$ cat config.mk
export PLATFORM = sky130hd
export DESIGN_NAME = store_buffer
export DESIGN_NICKNAME = d
export VERILOG_FILES = /design/src/rtl/store_buffer.sv
export SDC_FILE = /design/constraint.sdc
export NUM_CORES = 1
export LEC_CHECK = 0
export BUFFER_PORTS_ARGS = -buffer_cell sky130_fd_sc_hd__buf_4
export CAP_MARGIN = 10
export CORE_AREA = 2 2 91 93
export CTS_BUF_LIST = sky130_fd_sc_hd__clkbuf_4 sky130_fd_sc_hd__clkbuf_8
export DETAILED_ROUTE_END_ITERATION = 10
export DIE_AREA = 0 0 93 95
export PLACE_DENSITY = 0.81
export SLEW_MARGIN = 30
export SYNTH_ARGS = -nofsm -noshare
export SYNTH_HDL_FRONTEND = slang
export SYNTH_SLANG_ARGS = --single-unit
$ cat constraint.sdc
create_clock -name clk -period 2.4 [get_ports clk]
set_input_delay 0 -clock clk [delete_from_list [all_inputs] [get_ports clk]]
set_output_delay 0 -clock clk [all_outputs]
set_load 0.01 [all_outputs]
$ cat src/rtl/store_buffer.sv
// store_buffer: posted-write FIFO between the accumulator store path and data
// memory. Stores are accepted with a valid/ready handshake, queued, and
// drained to memory one registered write per cycle unless memory is busy.
// Optional feature macro: STORE_BUFFER_FWD_EN enables store-to-load forwarding.
// Handshake: a store transfers at a rising edge when st_valid=1 and st_ready=1;
// st_ready depends only on the current occupancy, and the core must hold
// st_valid/st_addr/st_data stable until the transfer happens.
module store_buffer #(
  parameter int DATA_WIDTH = 11,
  parameter int ADDR_WIDTH = 11,
  parameter int DEPTH      = 4
) (
  input  logic                  clk,
  input  logic                  reset,
  input  logic                  st_valid,
  output logic                  st_ready,
  input  logic [ADDR_WIDTH-1:0] st_addr,
  input  logic [DATA_WIDTH-1:0] st_data,
  input  logic                  mem_busy,
  output logic                  mem_wr_en,
  output logic [ADDR_WIDTH-1:0] mem_addr,
  output logic [DATA_WIDTH-1:0] mem_data,
  input  logic [ADDR_WIDTH-1:0] ld_addr,
  output logic                  fwd_hit,
  output logic [DATA_WIDTH-1:0] fwd_data,
  output logic                  empty
);

  localparam int PTR_W   = (DEPTH > 1) ? $clog2(DEPTH) : 1;
  localparam int COUNT_W = $clog2(DEPTH + 1);

  // Entry storage; validity is implied by rd_ptr/count, so it needs no reset.
  logic [ADDR_WIDTH-1:0] addr_mem [DEPTH];
  logic [DATA_WIDTH-1:0] data_mem [DEPTH];

  logic [PTR_W-1:0]      wr_ptr_q, wr_ptr_d;
  logic [PTR_W-1:0]      rd_ptr_q, rd_ptr_d;
  logic [COUNT_W-1:0]    count_q, count_d;
  logic                  mem_wr_en_q, mem_wr_en_d;
  logic [ADDR_WIDTH-1:0] mem_addr_q, mem_addr_d;
  logic [DATA_WIDTH-1:0] mem_data_q, mem_data_d;

  logic push;
  logic pop;

  // Full is decided by the occupancy count alone, never by a same-cycle pop.
  assign st_ready  = (count_q != COUNT_W'(DEPTH));
  assign push      = st_valid & st_ready;
  assign pop       = (count_q != '0) & ~mem_busy;

  assign mem_wr_en = mem_wr_en_q;
  assign mem_addr  = mem_addr_q;
  assign mem_data  = mem_data_q;
  assign empty     = (count_q == '0) & ~mem_wr_en_q;

  // Next-state: pointer advance, occupancy update and output register load.
  always_comb begin
    wr_ptr_d    = wr_ptr_q;
    rd_ptr_d    = rd_ptr_q;
    count_d     = count_q;
    mem_wr_en_d = 1'b0;
    mem_addr_d  = mem_addr_q;
    mem_data_d  = mem_data_q;
    if (push) begin
      wr_ptr_d = wr_ptr_q + PTR_W'(1);
    end
    if (pop) begin
      rd_ptr_d    = rd_ptr_q + PTR_W'(1);
      mem_wr_en_d = 1'b1;
      mem_addr_d  = addr_mem[rd_ptr_q];
      mem_data_d  = data_mem[rd_ptr_q];
    end
    case ({push, pop})
      2'b10:   count_d = count_q + COUNT_W'(1);
      2'b01:   count_d = count_q - COUNT_W'(1);
      default: count_d = count_q;
    endcase
  end

  // Control and output registers with synchronous reset.
  always_ff @(posedge clk) begin
    if (reset) begin
      wr_ptr_q    <= '0;
      rd_ptr_q    <= '0;
      count_q     <= '0;
      mem_wr_en_q <= 1'b0;
      mem_addr_q  <= '0;
      mem_data_q  <= '0;
    end else begin
      wr_ptr_q    <= wr_ptr_d;
      rd_ptr_q    <= rd_ptr_d;
      count_q     <= count_d;
      mem_wr_en_q <= mem_wr_en_d;
      mem_addr_q  <= mem_addr_d;
      mem_data_q  <= mem_data_d;
    end
  end

  // Entry write on an accepted store.
  always_ff @(posedge clk) begin
    if (push) begin
      addr_mem[wr_ptr_q] <= st_addr;
      data_mem[wr_ptr_q] <= st_data;
    end
  end

`ifdef STORE_BUFFER_FWD_EN
  logic [PTR_W-1:0] fwd_idx;

  // Youngest-match lookup: scan oldest to newest so later matches win; the
  // in-flight output register is the oldest candidate and is checked first.
  always_comb begin
    fwd_hit  = 1'b0;
    fwd_data = '0;
    fwd_idx  = '0;
    if (mem_wr_en_q && (mem_addr_q == ld_addr)) begin
      fwd_hit  = 1'b1;
      fwd_data = mem_data_q;
    end
    for (int i = 0; i < DEPTH; i++) begin
      fwd_idx = rd_ptr_q + PTR_W'(i);
      if ((COUNT_W'(i) < count_q) && (addr_mem[fwd_idx] == ld_addr)) begin
        fwd_hit  = 1'b1;
        fwd_data = data_mem[fwd_idx];
      end
    end
  end
`else
  // Forwarding disabled: outputs tied off, load address unused.
  assign fwd_hit  = 1'b0;
  assign fwd_data = '0;
  logic unused_ld;
  assign unused_ld = ^ld_addr;
`endif

endmodule

==> impl_metrics.tcl <==
set metrics [dict create \
    path_max_fanout 5 \
    yosysMostFrequentCell "edfxtp_1" \
    cts_tree "done" \
    drtIter0Drc 173 \
    fmax_mhz 449 \
    io_buffers 50 \
    start_kind "flip-flop" \
    start_util_pct 56.4 \
    slowest_delay_ps 430 \
    dp_hpwl_um 4510 \
    ys_seq_area_share_pct 72.6 \
    drc 0 \
    clock_sinks 118 \
    finalCriticalPeriod_ps 2230 \
    ir_drop_uv 616 \
    min_path_type "in -> reg" \
    drive_gt1_share_pct 33.7 \
    hold_viol 0 \
    synth_edf_count 88 \
    cp.arrival_ps 2580 \
    synth-main-ff-cell "edfxtp_1" \
    cts.hold.buffers_added 25 \
    cp_cell_sequence "or3b_1 > nand2_1 > ha_1 > inv_1 > fa_1 > xor2_1 > or3_1 > a21oi_1" \
    postLayoutCoreUtil_pct 70.1 \
    setup_viol 0 \
    post_cts_resized 0 \
    max_slew_margin_pct 49.2 \
    required_ps 2750 \
    p_leak_nw 2.05 \
    grt_pass1_wl_um 12000 \
    crit_type "reg -> reg" \
    grt-ovfl-total 0 \
    rsz0062_at_grt "no" \
    cts_max_level 4 \
    fin_tns_setup_ps 0 \
    clkLatencyLatePin_ps 420 \
    wl_um 7730 \
    synthToLayoutAreaGrowth_pct 24.3 \
    cap_violations 0 \
    yosys_register_bits 118 \
    path_clk_slew_ps 70 \
    yosys_warnings 0 \
    wire_per_inst_um 17.7 \
    synth.area.top_cells "edfxtp_1 (59%), dfxtp_1 (13%), mux4_2 (8.6%)" \
    die_w_um 93 \
    via_per_inst 5.38 \
    synth_top_area_share_pct 59.1 \
    clock_skew_ps 5.55 \
    syn_inst 234 \
    grt_pass1_vias 2418 \
    avgSynthCellArea_um2 19.1 \
    place_congestion 0.699 \
    cp_slowest_cell "or3b_1" \
    cts_buffers 17 \
    p_per_area_nw_per_um2 1020 \
    nNetsFinal 362 \
    maxSlewViolCount 0 \
    setup_ws_ps 172 \
    yosys.cell_types.count 30 \
    place_inst 380 \
    total_power_mw 5.69 \
    core_area_um2 7930 \
    via_count 2352 \
    grt_max_degree 23 \
    end_kind "flip-flop" \
    syn_area_um2 4470 \
    row_count 33 \
    instances_no_fill 437 \
    track_usage_pct 19.3 \
    insertedDiodeCount 0 \
    post_cts_buffers 0 \
    synth_common_cells "edfxtp_1 (88), dfxtp_1 (30), a22o_1 (22)" \
    synth-async-reset-ratio_pct 0 \
    cts.path.max_buffers 2 \
    drtAntennaViolNets 0 \
    clockRootBuffer "clkbuf_8" \
    yosysTopAreaCell "edfxtp_1" \
    grt_antenna_before_repair 0 \
    status "finished, final reports clean" \
    place_ws_ps 241 \
    dr.pass1.iters 5 \
    die_height_um 95 \
    fin_crit_sh_pct 92.8 \
    worst_pin_slew_ps 760 \
    ios 74 \
    die-area_um2 8840 \
]
## sequential cells by signal (all words and copies together), names as in the netlist
name,count
addr_mem,44
data_mem,44
mem_addr,11
mem_data,11
count_q,3
rd_ptr_q,2
wr_ptr_q,2
mem_wr_en,1
## power by group
group	internal [mW]	switching, mW	total [mW]
combinational	0.611	0.497	1.11
clock	1.20	0.732	1.93
sequential	2.47	0.189	2.66
total	4.27	1.42	5.69
## path summary, 6_finish.rpt
check                                              start                  endpoint  slack, ps  cells past startpoint
worst min-delay path                            mem_busy  rd_ptr_q[1]$_SDFFE_PP0P_         60                      3
worst max register to register   count_q[2]$_SDFFE_PP0P_   count_q[2]$_SDFFE_PP0P_        170                      8
worst min register to register  mem_data[8]$_SDFFE_PP0P_  mem_data[8]$_SDFFE_PP0P_        480                      1
worst max-delay path             count_q[2]$_SDFFE_PP0P_   count_q[2]$_SDFFE_PP0P_        170                      8
## metal layers
layer  part of all wire, %  vias up  track usage (%)
met5                     0        -                0
met4                   1.0        0             7.84
met3                   4.4       11             5.83
met2                    52       76             32.9
met1                    42     1182             23.2
li1                      -     1083                -
## through the flow
step,hold WS [ps],cell area (um^2)
after floorplan,98.9,4510
after global placement,202,4870
after detailed placement,206,4870
after CTS,41.2,5560
after global routing,45.7,5560
final,58.4,5560
## worst max-delay path: cells and delay by family (launching register included)
family | cells | cell delay, ps
flip-flops | 1 | 410
AND/OR/NAND/NOR | 3 | 830
XOR/XNOR | 1 | 160
buffers and inverters | 1 | 60
AO/OA/AOI/OAI | 1 | 130
adder cells (fa/ha/maj) | 2 | 570
## cell families after synthesis
| group | Yosys count | share of synthesized area [%] |
|---|---|---|
| xor gates and xnor gates | 2 | 0.392 |
| buffers and inverters | 32 | 4.87 |
| AOI/OAI and AO/OA | 34 | 6.19 |
| and+or+nand+nor | 19 | 2.55 |
| adders and majority gates | 6 | 1.85 |
| other | 1 | 0.0839 |
| muxes | 22 | 11.5 |
| DFF | 118 | 72.6 |
## area by class of cell
class / instances / area, um^2
inverters: 7 / 26.3
flip-flops and latches: 118 / 3240
multi-input cells: 95 / 1060
clock buffers: 21 / 277
clock inverters: 11 / 154
well taps: 105 / 131
fillers: 505 / 2370
repair buffers: 80 / 663
## placed cells by master, fill, tap and decap left out, types with 3 or more instances in the layout
master	count
a21oi_1	5
a22o_1	22
and3_2	3
buf_4	55
bufinv_16	4
clkbuf_8	19
clkinv_2	6
conb_1	12
dfxtp_1	29
dlygate4sd3_1	25
edfxtp_1	88
ha_1	5
inv_1	7
mux4_1	5
mux4_2	17
nor2_1	6
Power figures use the tool's default switching activity.
